[src/rtl/tpg_pkg.sv]
// Shared types and constants for the LFSR test-pattern generator / fault run controller.
//   tpg_state_e : run-controller FSM states
//   LfsrPoly    : feedback taps for x^32 + x^22 + x^2 + x + 1 (Galois form, left shift)
//   DefSeed     : default LFSR seed
//   nchunk()    : number of 32-bit LFSR words needed to fill a vector of the given width
package tpg_pkg;

  typedef enum logic [2:0] {
    StIdle,
    StFill,
    StApply,
    StCheck,
    StDone
  } tpg_state_e;

  localparam logic [31:0] LfsrPoly = 32'h0040_0007;
  localparam logic [31:0] DefSeed  = 32'h0000_0001;

  function automatic int unsigned nchunk(input int unsigned vec_w);
    return (vec_w + 32'd31) / 32'd32;
  endfunction

endpackage

[src/rtl/tpg_lfsr32.sv]
// 32-bit Galois LFSR used as the pattern source.
// Ports:
//   clk  : clock
//   rst  : synchronous active-high reset, loads seed
//   load : reload seed (has priority over step)
//   step : advance one state: q = (q << 1) ^ (q[31] ? LfsrPoly : 0)
//   seed : value loaded on rst/load (caller guarantees non-zero)
//   q    : current LFSR word
module tpg_lfsr32
  import tpg_pkg::*;
(
  input  logic        clk,
  input  logic        rst,
  input  logic        load,
  input  logic        step,
  input  logic [31:0] seed,
  output logic [31:0] q
);

  logic [31:0] lfsr_q;

  always_ff @(posedge clk) begin
    if (rst || load) begin
      lfsr_q <= seed;
    end else if (step) begin
      lfsr_q <= (lfsr_q << 1) ^ (lfsr_q[31] ? LfsrPoly : 32'h0);
    end
  end

  assign q = lfsr_q;

endmodule

[src/rtl/tpg_fault_sequencer.sv]
// LFSR test-pattern generator and per-fault run controller for serial fault simulation.
// Each run replays the same pattern sequence (LFSR reloaded on start) and ends on the first
// mismatch or after num_pat patterns; running fault/detection counts are kept for coverage.
// Optional feature: define TPG_ABORT_EN to add the 'abort' input (drop to idle, no done pulse,
// no counter change).
// Ports:
//   clk, rst    : clock, synchronous active-high reset
//   start       : begin a run (accepted only in idle); num_pat sampled then
//   clr_stats   : synchronous clear of fault_cnt/det_cnt
//   mismatch    : good/faulty comparator result, sampled in the check cycle
//   vec_out     : CUT input vector, vec_valid while applied and stable
//   busy, done  : not idle / one-cycle end-of-run pulse
//   detected, det_index : last run result and detecting pattern index
//   fault_cnt, det_cnt  : saturating run and detection counters
module tpg_fault_sequencer
  import tpg_pkg::*;
#(
  parameter int unsigned VEC_W  = 178,
  parameter int unsigned SETTLE = 2,
  parameter logic [31:0] SEED   = DefSeed
) (
  input  logic             clk,
  input  logic             rst,
  input  logic             start,
  input  logic [15:0]      num_pat,
  input  logic             clr_stats,
  input  logic             mismatch,
`ifdef TPG_ABORT_EN
  input  logic             abort,
`endif
  output logic [VEC_W-1:0] vec_out,
  output logic             vec_valid,
  output logic             busy,
  output logic             done,
  output logic             detected,
  output logic [15:0]      det_index,
  output logic [15:0]      fault_cnt,
  output logic [15:0]      det_cnt
);

  localparam int unsigned NChunk  = nchunk(VEC_W);
  // An all-zero LFSR would lock up.
  localparam logic [31:0] SeedEff = (SEED == 32'h0) ? 32'h1 : SEED;

  tpg_state_e       state_q, state_d;
  logic [15:0]      sub_cnt_q, sub_cnt_d;
  logic [15:0]      pat_idx_q, pat_idx_d;
  logic [15:0]      num_pat_q, num_pat_d;
  logic             detected_q, detected_d;
  logic [15:0]      det_index_q, det_index_d;
  logic [15:0]      fault_cnt_q, fault_cnt_d;
  logic [15:0]      det_cnt_q, det_cnt_d;
  logic [VEC_W-1:0] sr_q, sr_d;
  logic             lfsr_load, lfsr_step;
  logic [31:0]      lfsr_word;
  logic             abort_req;

`ifdef TPG_ABORT_EN
  assign abort_req = abort && (state_q != StIdle);
`else
  assign abort_req = 1'b0;
`endif

  tpg_lfsr32 u_lfsr (
    .clk  (clk),
    .rst  (rst),
    .load (lfsr_load),
    .step (lfsr_step),
    .seed (SeedEff),
    .q    (lfsr_word)
  );

  always_comb begin
    state_d     = state_q;
    sub_cnt_d   = sub_cnt_q;
    pat_idx_d   = pat_idx_q;
    num_pat_d   = num_pat_q;
    detected_d  = detected_q;
    det_index_d = det_index_q;
    fault_cnt_d = fault_cnt_q;
    det_cnt_d   = det_cnt_q;
    sr_d        = sr_q;
    lfsr_load   = 1'b0;
    lfsr_step   = 1'b0;

    if (abort_req) begin
      state_d = StIdle;
    end else begin
      unique case (state_q)
        StIdle: begin
          if (start) begin
            lfsr_load   = 1'b1;
            pat_idx_d   = 16'd0;
            sub_cnt_d   = 16'd0;
            detected_d  = 1'b0;
            det_index_d = 16'd0;
            num_pat_d   = num_pat;
            state_d     = (num_pat == 16'd0) ? StDone : StFill;
          end
        end
        StFill: begin
          // Only the low VEC_W bits of the conceptual 32*NChunk register are ever visible.
          sr_d      = VEC_W'({sr_q, lfsr_word});
          lfsr_step = 1'b1;
          if (sub_cnt_q == 16'(NChunk - 1)) begin
            sub_cnt_d = 16'd0;
            state_d   = StApply;
          end else begin
            sub_cnt_d = sub_cnt_q + 16'd1;
          end
        end
        StApply: begin
          if (sub_cnt_q == 16'(SETTLE - 1)) begin
            sub_cnt_d = 16'd0;
            state_d   = StCheck;
          end else begin
            sub_cnt_d = sub_cnt_q + 16'd1;
          end
        end
        StCheck: begin
          if (mismatch) begin
            detected_d  = 1'b1;
            det_index_d = pat_idx_q;
            state_d     = StDone;
          end else if (pat_idx_q == num_pat_q - 16'd1) begin
            state_d = StDone;
          end else begin
            pat_idx_d = pat_idx_q + 16'd1;
            state_d   = StFill;
          end
        end
        StDone: begin
          state_d = StIdle;
          if (fault_cnt_q != 16'hFFFF) fault_cnt_d = fault_cnt_q + 16'd1;
          if (detected_q && (det_cnt_q != 16'hFFFF)) det_cnt_d = det_cnt_q + 16'd1;
        end
        default: state_d = StIdle;
      endcase
    end

    if (clr_stats) begin
      fault_cnt_d = 16'd0;
      det_cnt_d   = 16'd0;
    end
  end

  always_ff @(posedge clk) begin
    if (rst) begin
      state_q     <= StIdle;
      sub_cnt_q   <= 16'd0;
      pat_idx_q   <= 16'd0;
      num_pat_q   <= 16'd0;
      detected_q  <= 1'b0;
      det_index_q <= 16'd0;
      fault_cnt_q <= 16'd0;
      det_cnt_q   <= 16'd0;
      sr_q        <= '0;
    end else begin
      state_q     <= state_d;
      sub_cnt_q   <= sub_cnt_d;
      pat_idx_q   <= pat_idx_d;
      num_pat_q   <= num_pat_d;
      detected_q  <= detected_d;
      det_index_q <= det_index_d;
      fault_cnt_q <= fault_cnt_d;
      det_cnt_q   <= det_cnt_d;
      sr_q        <= sr_d;
    end
  end

  assign vec_out   = sr_q;
  assign vec_valid = ((state_q == StApply) || (state_q == StCheck)) && !abort_req;
  assign busy      = (state_q != StIdle);
  assign done      = (state_q == StDone) && !abort_req;
  assign detected  = detected_q;
  assign det_index = det_index_q;
  assign fault_cnt = fault_cnt_q;
  assign det_cnt   = det_cnt_q;

endmodule
[config.mk]
export PLATFORM = sky130hd
export DESIGN_NAME = tpg_fault_sequencer
export DESIGN_NICKNAME = d
export VERILOG_FILES = /design/src/rtl/tpg_pkg.sv /design/src/rtl/tpg_lfsr32.sv /design/src/rtl/tpg_fault_sequencer.sv
export SDC_FILE = /design/constraint.sdc
export NUM_CORES = 1
export LEC_CHECK = 0
export CAP_MARGIN = 20
export CORE_ASPECT_RATIO = 1.1
export CORE_MARGIN = 2
export CORE_UTILIZATION = 30
export DETAILED_ROUTE_END_ITERATION = 8
export DONT_BUFFER_PORTS = 1
export GPL_TIMING_DRIVEN = 0
export SLEW_MARGIN = 20
export SYNTH_ARGS = -nofsm -noshare
export SYNTH_HDL_FRONTEND = slang
export SYNTH_SLANG_ARGS = --single-unit
[constraint.sdc]
create_clock -name clk -period 2.25 [get_ports clk]
set_clock_uncertainty 0.15 [all_clocks]
set_input_delay 0.3375 -clock clk [delete_from_list [all_inputs] [get_ports clk]]
set_output_delay 0.3375 -clock clk [all_outputs]
set_load 0.01 [all_outputs]
==> results of run 1 <==
-- report_power, final --
| part | internal [uW] | switching, uW | total (uW) |
|---|---|---|---|
| combinational | 694 | 1640 | 2340 |
| sequential | 5570 | 121 | 5690 |
| clock | 3240 | 2250 | 5490 |
-- layout make-up --
cell class              count  area [um^2]
clock inverters            12        186.4
fillers                  3997        24750
plain buffers              91        480.5
repair buffers             48        455.4
flip-flops and latches    310         6247
clock buffers              45        898.4
well taps                 507        634.4
inverters                  17        66.31
multi-input cells        1049         5557
-- what timing repair did --
item	in CTS	in global routing
gates resized for setup	68	73
gates cloned	2	1
buffers inserted	14	12
endpoints found under the hold margin	30	0
endpoints found under the setup margin	253	176
hold buffers	20	0
pin swaps	34	26
-- logic make-up (layout without fill, tap and decap cells) --
kind of cell | Yosys count | count (layout) | synth area share, %
buffers and inverters | 112 | 213 | 4.125
DFF | 310 | 310 | 51.80
and+or+nand+nor | 670 | 670 | 24.23
xor gates and xnor gates | 65 | 65 | 4.751
adders and majority gates | 6 | 6 | 0.6265
muxes | 2 | 2 | 0.1671
AOI/OAI and AO/OA | 305 | 306 | 14.31
-- worst max path at each step --
stage | from | to | slack [ns] | cells after the start
2_1_floorplan | num_pat_q[2]$_SDFFE_PP0P_ | pat_idx_q[7]$_SDFFE_PP0P_ | -0.15 | 10
3_3_place_gp | state_q[1]$_SDFFE_PP0P_ | vec_out[176]$_SDFFE_PP0P_ | -0.79 | 8
3_5_place_dp | state_q[1]$_SDFFE_PP0P_ | vec_out[171]$_SDFFE_PP0P_ | -0.80 | 8
4_1_cts | num_pat_q[2]$_SDFFE_PP0P_ | pat_idx_q[7]$_SDFFE_PP0P_ | -0.41 | 10
5_1_grt | num_pat_q[1]$_SDFFE_PP0P_ | pat_idx_q[15]$_SDFFE_PP0P_ | -0.53 | 10
6_report | num_pat_q[0]$_SDFFE_PP0P_ | pat_idx_q[9]$_SDFFE_PP0P_ | -0.42 | 9
-- per-layer routing --
| metal | track usage [%] | vias up | part of all wire, % |
|---|---|---|---|
| met5 | 0 | - | 0 |
| met1 | 20.05 | 4788 | 41 |
| met3 | 5.835 | 57 | 8.2 |
| met4 | 6.207 | 0 | 3.2 |
| li1 | - | 5098 | - |
| met2 | 30.02 | 266 | 48 |
-- per-stage QoR --
step	util [%]	hold slack [ns]
finish	36.99	0.08907
global route	36.99	0.07069
CTS	36.24	0.05697
detailed placement	32.17	0.2978
global placement	32.17	0.2913
floorplan	-	0.2866
-- sequential cells by signal, indices dropped and copies added (netlist names) --
signal and flops:
vec_out 178, u_lfsr.q 32, det_cnt 16, det_index 16, fault_cnt 16, num_pat_q 16, pat_idx_q 16, sub_cnt_q 16
state_q 3, detected 1
-- critical path: cells and delay by family (launching register included) --
| kind | cells | cell delay, ns |
|---|---|---|
| simple gates | 4 | 1.27 |
| compound gates | 4 | 0.65 |
| flops | 1 | 0.36 |
| buf+inv | 1 | 0.17 |
-- placed cells by master, fill, tap and decap left out, types with 5 or more instances in the layout --
master,instances
buf_6,11
nand2_1,448
or4_1,7
and3_1,11
clkbuf_8,9
xor2_1,31
dfxtp_4,7
nand3_1,18
nand4_1,20
buf_4,19
nor2_1,91
a22oi_1,16
dfxtp_2,12
inv_1,14
clkbuf_16,31
nand3_2,5
nor2_2,5
xnor2_1,33
dfxtp_1,291
nor3_1,5
o21ai_0,7
dlygate4sd3_1,20
clkbuf_2,28
a21oi_2,5
ha_1,5
nor4_1,7
clkbuf_1,54
a21oi_1,238
==> flow_metrics.env, run 1 <==
export IMPL_status="finished with violations"
export IMPL_violations="setup timing"
export IMPL_cpMaxStageDelayCell="or4_4"
export IMPL_cp_arrival_ns=3.03
export IMPL_stdcell_area_um2=14530
export IMPL_r2r_start="num_pat_q[0]$_SDFFE_PP0P_"
export IMPL_synth_net_count=1497
export IMPL_wl_mm=37.79
export IMPL_root_buffer="clkbuf_16"
export IMPL_min_path_cells=4
export IMPL_hpwl_mm=27.94
export IMPL_yosysTopAreaCell="dfxtp_1"
export IMPL_postSynthCellCount=1470
export IMPL_routabilityCongestion=0.8487
export IMPL_cp_data_required_time_ns=2.61
export IMPL_grt_pass1_wl_mm=56.42
export IMPL_max_cap_viol_count=0
export IMPL_fp_dieH_um=213.6
export IMPL_rsz0062_at_grt="yes"
export IMPL_rr_worst_depth=9
export IMPL_tightest_slew_ns=0.7789
export IMPL_syn_cell_area_um2=11980
export IMPL_crit_top_cell="or4_4"
export IMPL_hp_class="in -> reg"
export IMPL_max_clock_freq_mhz=375.1
export IMPL_clk_pin_slew_ns=0.06
export IMPL_synthArstFlopShare_pct=0
export IMPL_worstPathCellList="or4_4 -> or4_4 -> nand3_2 -> o2111a_2 -> nand4_1 -> o211ai_4 -> buf_6 -> o31ai_1 -> a21oi_2"
export IMPL_synth_area_leaders="dfxtp_1 52%, nand2_1 14%, a21oi_1 10%"
export IMPL_vias=10210
export IMPL_timing_final_crit_share_pct=118.5
export IMPL_worstSetupPathType="reg -> reg"
export IMPL_cts_buffers_inserted=31
export IMPL_synth_edf_count=0
export IMPL_grt_max_degree=17
export IMPL_ys_types=69
export IMPL_max_slew_margin_pct=48.07
export IMPL_critPathLaunchType="register"
export IMPL_syn_avg_cell_area_um2=8.151
export IMPL_clockBufferDepth=3
export IMPL_crit_path_end_kind="register"
export IMPL_port_buffers=0
export IMPL_cts_sinks=310
export IMPL_fin_tns_setup_ns=-6.212
export IMPL_yosys_warnings=0
export IMPL_cts_max_level=1
export IMPL_grt_antenna_before_repair=0
export IMPL_final_nets=1575
export IMPL_drtIter0Drc=608
export IMPL_ant_nets=0
export IMPL_num_rows=76
export IMPL_synth_top_cells_by_count="449 x nand2_1, 310 x dfxtp_1, 240 x a21oi_1"
export IMPL_track_usage_pct=17.34
export IMPL_synth_main_ff_cell="dfxtp_1"
export IMPL_totalPowerFinal_uw=13520
export IMPL_firstDrtPassIters=5
export IMPL_clk_latency_ns=0.58
export IMPL_min_to="u_lfsr.q[22]$_SDFFE_PP0P_"
export IMPL_hold_viol=0
export IMPL_wl_per_cell_um=18.18
export IMPL_drcViolationCount=0
export IMPL_first_global_vias=9680
export IMPL_powerDensity_nw_per_um2=931.0
export IMPL_yosysMostFrequentCell="nand2_1"
export IMPL_hold_start="start"
export IMPL_cts_tree="built"
export IMPL_yosysTopAreaCellShare_pct=51.80
export IMPL_grt_overflow=0
export IMPL_n_antenna_cell=0
export IMPL_stdcell_count=2079
export IMPL_setup_viol=18
export IMPL_design_die_area_um2=41550
export IMPL_synth_seq_cells=310
export IMPL_reg2reg_slack_ns=-0.42
export IMPL_ios=251
export IMPL_initial_utilization_pct=30.51
export IMPL_drive_gt1_share_pct=13.30
export IMPL_viasPerCell=4.911
export IMPL_area_delta_synth_final_pct=21.23
export IMPL_die_w_um=194.5
export IMPL_ys_seq_area_share_pct=51.80
export IMPL_core_um2=39270
export IMPL_crit_fanout=6
export IMPL_reg2reg_to="pat_idx_q[9]$_SDFFE_PP0P_"
export IMPL_period_needed_ns=2.666
export IMPL_drv_slew=0
export IMPL_place_ws_ns=-0.8013
export IMPL_cpPeakStageDelay_ns=0.54
export IMPL_placed_area_um2=12630
export IMPL_vdd_drop_max_v=0.0004857
export IMPL_dp_cells=1977
export IMPL_p_leak_uw=0.004827
export IMPL_setup_ws_ns=-0.4157
Power figures use the tool's default switching activity.
==> inputs of run 2 (changes only) <==
SYNTH_HIERARCHICAL = 1   (was unset)
==> flow_metrics.env, run 2 <==
export IMPL_die_w_um=197.5
export IMPL_fin_util_pct=37.13
export IMPL_max_clock_freq_mhz=358.4
export IMPL_yosysTopAreaCell="dfxtp_1"
export IMPL_violations="setup timing"
export IMPL_design_die_area_um2=42840
export IMPL_root_buffer="clkbuf_16"
export IMPL_cts_tree="built"
export IMPL_grt_overflow=0
export IMPL_clk_pin_slew_ns=0.07
export IMPL_routabilityCongestion=0.8573
export IMPL_rsz0062_at_grt="yes"
export IMPL_final_common_cell="nand2_1"
export IMPL_n_antenna_cell=0
export IMPL_synth_seq_cells=310
export IMPL_grt_pass1_wl_mm=60.40
export IMPL_clockBufferDepth=3
export IMPL_initial_utilization_pct=30.54
export IMPL_r2r_start="num_pat_q[0]$_SDFFE_PP0P_"
export IMPL_startpoint="num_pat_q[0]$_SDFFE_PP0P_"
export IMPL_synth_top_cells_by_count="429 x nand2_1, 278 x dfxtp_1, 218 x a21oi_1"
export IMPL_max_slew_margin_pct=48.20
export IMPL_cts_buffers_inserted=35
export IMPL_first_global_vias=10350
export IMPL_synth_main_ff_cell="dfxtp_1"
export IMPL_cp_arrival_ns=3.08
export IMPL_hold_viol=0
export IMPL_hold_start="num_pat[10]"
export IMPL_p_leak_uw=0.005162
export IMPL_num_rows=77
export IMPL_viasPerCell=5.011
export IMPL_synthArstFlopShare_pct=0
export IMPL_drive_gt1_share_pct=12.77
export IMPL_setup_ws_ns=-0.5402
export IMPL_grt_antenna_before_repair=0
export IMPL_max_cap_viol_count=0
export IMPL_layout_common_cells="425 x nand2_1, 269 x dfxtp_1, 218 x a21oi_1"
export IMPL_wl_mm=39.81
export IMPL_postSynthCellCount=1452
export IMPL_cts_max_level=2
export IMPL_status="finished with violations"
export IMPL_drtIter0Drc=538
export IMPL_largest_reg_flops=178
export IMPL_num_fill_cells=4119
export IMPL_worstSetupPathType="reg -> reg"
export IMPL_ys_types=60
export IMPL_wl_per_cell_um=19.00
export IMPL_port_buffers=0
export IMPL_yosysMostFrequentCell="nand2_1"
export IMPL_min_to="state_q[2]$_SDFFE_PP0P_"
export IMPL_powerDensity_nw_per_um2=1101
export IMPL_reg2reg_slack_ns=-0.54
export IMPL_fp_dieH_um=216.9
export IMPL_synth_area_leaders="dfxtp_1 45%, nand2_1 13%, a21oi_1 8.8%"
export IMPL_timing_final_crit_share_pct=124.0
export IMPL_setup_viol=18
export IMPL_drcViolationCount=0
export IMPL_min_path_cells=4
export IMPL_ys_seq_area_share_pct=52.81
export IMPL_synth_edf_count=32
export IMPL_reg2reg_to="pat_idx_q[11]$_SDFFE_PP0P_"
export IMPL_tightest_slew_ns=0.7770
export IMPL_drv_slew=0
export IMPL_vdd_drop_max_v=0.0008151
export IMPL_syn_avg_cell_area_um2=8.511
export IMPL_cp_data_required_time_ns=2.54
export IMPL_yosysTopAreaCellShare_pct=45.03
export IMPL_hold_worst_slack_ns=0.02198
export IMPL_cts_sinks=310
export IMPL_crit_path_end_kind="register"
export IMPL_core_um2=40460
export IMPL_firstDrtPassIters=5
export IMPL_final_nets=1586
export IMPL_clk_latency_ns=0.56
export IMPL_hp_class="in -> reg"
export IMPL_vias=10500
export IMPL_rr_worst_depth=9
export IMPL_syn_cell_area_um2=12360
export IMPL_critPathLaunchType="register"
export IMPL_ant_nets=0
export IMPL_ios=251
export IMPL_crit_fanout=5
export IMPL_grt_max_degree=20
export IMPL_area_delta_synth_final_pct=21.57
export IMPL_period_needed_ns=2.790
export IMPL_track_usage_pct=18.28
export IMPL_hpwl_mm=29.45
export IMPL_yosys_warnings=6
run 2: changes by cell type after synthesis, moves of 9 or more:
cell and change:
dfxtp_1 -32, edfxtp_1 +32, or4_1 -9, nand2_1 -20
a21oi_1 -22, mux2_2 +30, nor3_1 +10, xnor2_1 -10
nor2_1 -12
run 2: worst max-delay path by stage:
| stage | cells after the start | to | slack [ns] |
|---|---|---|---|
| floorplan | 9 | pat_idx_q[3]$_SDFFE_PP0P_ | -0.34 |
| global placement | 9 | vec_out[77]$_SDFFE_PP0P_ | -0.87 |
| detailed placement | 9 | vec_out[69]$_SDFFE_PP0P_ | -0.91 |
| CTS | 8 | pat_idx_q[2]$_SDFFE_PP0P_ | -0.48 |
| global route | 11 | pat_idx_q[11]$_SDFFE_PP0P_ | -0.65 |
| finish | 9 | pat_idx_q[11]$_SDFFE_PP0P_ | -0.54 |
run 2: repair_timing:
action,CTS,global route
endpoints found under the setup margin,318,182
resized for setup,78,52
cloned,5,0
hold buffers,26,0
hold endpoints to repair,58,0
pin swaps,15,10
setup buffers,11,6
run 2: layout make-up:
class	instances	area (um^2)	area share [%]
inverter	11	48.80	0.3248
sequential	310	6545	43.57
clock buffer	48	985.9	6.563
timing repair buffer	45	410.4	2.732
tap	513	641.9	4.272
multi-input combinational	1068	5752	38.29
buffer	88	509.2	3.390
clock inverter	12	130.1	0.8662
run 2: where the power goes:
part | internal (uW) | switching (uW)
sequential | 6260 | 741
combinational | 1430 | 2510
clock | 3220 | 2400
run 2: stage by stage:
| step | cell area [um^2] | std cells | worst slack [ns] | setup TNS [ns] | total power, uW |
|---|---|---|---|---|---|
| after detailed placement | 13180 | 1995 | -0.9088 | -170.12 | 10560 |
| final | 15020 | 2095 | -0.5402 | -8.229 | 16540 |
| after CTS | 14900 | 2090 | -0.4798 | -7.572 | 16630 |
| after floorplan | 12540 | 1482 | -0.3408 | -4.341 | 9323 |
| after global placement | 13180 | 1995 | -0.8652 | -160.29 | 10490 |
| after global routing | 15020 | 2095 | -0.6490 | -10.43 | 17420 |
run 2: worst max-delay path: stages (launching register included):
cell,delay (ns)
dfxtp_4,0.37
or4_4,0.57
nor4_2,0.15
a21oi_1,0.06
o21a_1,0.20
or4_4,0.56
o21ai_4,0.25
buf_6,0.17
nor3_2,0.05
mux2i_1,0.13
run 2: routing by layer:
metal  global-route usage, %  vias up  wire length (um)
met5                       0        -                 0
met2                   30.94      314             18960
li1                        -     5110                 -
met1                   21.04     5012             15810
met3                   7.593       62              4078
met4                   5.338        0               963
run 2: kinds of logic after synthesis:
group                      Yosys count  synth area share (%)
and+or+nand+nor                    650                 22.73
buffers and inverters              107                 3.635
muxes                               39                 3.544
xor gates and xnor gates            59                 4.181
adders and majority gates            6                0.6075
other                                2               0.06077
DFF                                310                 52.81
AOI/OAI and AO/OA                  279                 12.43
==> inputs of run 3 (changes only) <==
CORE_MARGIN = unset   (was 2)
CORE_UTILIZATION = 55   (was 30)
PLACE_DENSITY = 0.73   (was unset)
SKIP_CTS_REPAIR_TIMING = 1   (was unset)
==> flow_metrics.env, run 3 (synthesized netlist as in run 2, its figures left out) <==
export IMPL_status="finished with violations"
export IMPL_violations="hold timing, setup timing"
export IMPL_port_buffers=0
export IMPL_final_nets=1589
export IMPL_crit_path_end_kind="register"
export IMPL_wl_mm=34.77
export IMPL_cpMaxStageDelayCell="or4_4"
export IMPL_rsz0062_at_grt="yes"
export IMPL_p_clk_share_pct=31.5
export IMPL_period_needed_ns=2.839
export IMPL_hp_class="in -> reg"
export IMPL_p_int_uw=10730
export IMPL_drv_slew=0
export IMPL_ant_nets=0
export IMPL_totalPowerFinal_uw=16130
export IMPL_area_delta_synth_final_pct=19.60
export IMPL_stdcell_area_um2=14780
export IMPL_drtIter0Drc=718
export IMPL_pwr_share_comb_pct=25.2
export IMPL_grt_pass1_wl_mm=52.10
export IMPL_die_w_um=144.9
export IMPL_cts_buffers_inserted=31
export IMPL_tightest_slew_ns=0.6839
export IMPL_grt_max_degree=33
export IMPL_max_cap_viol_count=0
export IMPL_cts_sinks=310
export IMPL_cp_top_family="simple AND/OR/NAND/NOR gates"
export IMPL_num_rows=57
export IMPL_worstSetupPathType="reg -> reg"
export IMPL_vias=10540
export IMPL_max_clock_freq_mhz=352.3
export IMPL_grt_overflow=0
export IMPL_initial_utilization_pct=56.08
export IMPL_powerDensity_nw_per_um2=1092
export IMPL_crit_fanout=8
export IMPL_timing_final_crit_share_pct=126.2
export IMPL_worstPathCellList="buf_6 -> or4_4 -> nor4_4 -> a21oi_2 -> o21a_1 -> or4_4 -> o21a_1 -> buf_2 -> a31o_2"
export IMPL_core_um2=22040
export IMPL_critPathLaunchType="register"
export IMPL_setup_ws_ns=-0.5889
export IMPL_first_global_vias=9591
export IMPL_clockBufferDepth=3
export IMPL_final_common_cell="nand2_1"
export IMPL_root_buffer="clkbuf_16"
export IMPL_largest_reg_flops=178
export IMPL_ios=251
export IMPL_placed_area_um2=12910
export IMPL_viasPerCell=5.607
export IMPL_fp_dieH_um=159.2
export IMPL_sw_frac_of_total_pct=33.48
export IMPL_hold_viol=1
export IMPL_routabilityCongestion=0.9284
export IMPL_cp_data_required_time_ns=2.56
export IMPL_clk_pin_slew_ns=0.06
export IMPL_layout_common_cells="424 x nand2_1, 266 x dfxtp_1, 215 x a21oi_1"
export IMPL_grt_antenna_before_repair=0
export IMPL_vdd_drop_max_v=0.0008942
export IMPL_firstDrtPassIters=5
export IMPL_design_die_area_um2=23070
export IMPL_hold_worst_slack_ns=-0.01459
export IMPL_cp_arrival_ns=3.15
export IMPL_wl_per_cell_um=18.49
export IMPL_p_leak_uw=0.005182
export IMPL_drcViolationCount=0
export IMPL_clk_latency_ns=0.57
export IMPL_n_antenna_cell=0
export IMPL_drive_gt1_share_pct=14.51
export IMPL_cts_tree="built"
export IMPL_power_frac_seq_pct=43.3
export IMPL_p_sw_uw=5403
export IMPL_setup_viol=18
export IMPL_crit_buf_inv=2
export IMPL_cts_max_level=1
export IMPL_cpPeakStageDelay_ns=0.56
export IMPL_track_usage_pct=28.08
export IMPL_max_slew_margin_pct=54.41
export IMPL_hpwl_mm=24.73
[run 3: cell types whose count changed in the layout (fill, tap and decap cells not counted), sizes merged]
| cell | change |
|---|---|
| clkbuf | +1 |
| clkinv | -2 |
| buf | +10 |
| dlygate4sd3 | -6 |
[run 3: metrics by stage]
| stage | instances | setup TNS, ns | utilization, % | setup WS, ns |
|---|---|---|---|---|
| final | 1880 | -8.700 | 67.07 | -0.5889 |
| after global routing | 1880 | -10.78 | 67.07 | -0.6444 |
| after CTS | 1833 | -114.09 | 63.16 | -0.7051 |
| after detailed placement | 1777 | -107.12 | 58.59 | -0.6867 |
| after global placement | 1777 | -103.07 | 58.59 | -0.6882 |
| after floorplan | 1482 | -4.341 | - | -0.3408 |
[run 3: power by group through the flow]
stage,Sequential [uW],Combinational [uW],Clock [uW]
final,6990,4070,5070
after global routing,7060,4460,5350
after CTS,6960,3310,5130
after detailed placement,7070,3290,0
after global placement,7050,3230,0
after floorplan,6790,2530,0
[run 3: worst register-to-register path, delay by kind of cell (launching register included)]
family                 cells  cell delay [ns]
AO/OA/AOI/OAI              4             0.72
AND/OR/NAND/NOR            3             1.25
flip-flops                 1             0.31
buffers and inverters      2             0.30
[run 3: area by class of cell]
type,count,area [um^2]
Buffer,88,493.0
Multi-Input combinational cell,1068,5858
Fill cell,1822,7257
Clock buffer,46,913.4
Timing Repair Buffer,52,441.7
Sequential cell,310,6559
Clock inverter,10,95.09
Inverter,11,51.30
Tap cell,295,369.1
[run 3: routing by layer]
metal | track usage (%) | vias up | share of wire, %
li1 | - | 5105 | -
met2 | 44.51 | 405 | 44
met4 | 14.12 | 0 | 5.2
met1 | 35.10 | 4928 | 41
met3 | 7.794 | 104 | 9.6
met5 | 0 | - | 0
[run 3: worst paths after layout]
| check | to | slack (ns) | from | cells after the start |
|---|---|---|---|---|
| worst max-delay path | pat_idx_q[3]$_SDFFE_PP0P_ | -0.59 | num_pat_q[2]$_SDFFE_PP0P_ | 9 |
| worst min register to register | vec_out[169]$_SDFFE_PP0P_ | 0.35 | vec_out[169]$_SDFFE_PP0P_ | 2 |
| worst max register to register | pat_idx_q[3]$_SDFFE_PP0P_ | -0.59 | num_pat_q[2]$_SDFFE_PP0P_ | 9 |
| worst min-delay path | state_q[2]$_SDFFE_PP0P_ | -0.01 | num_pat[14] | 4 |
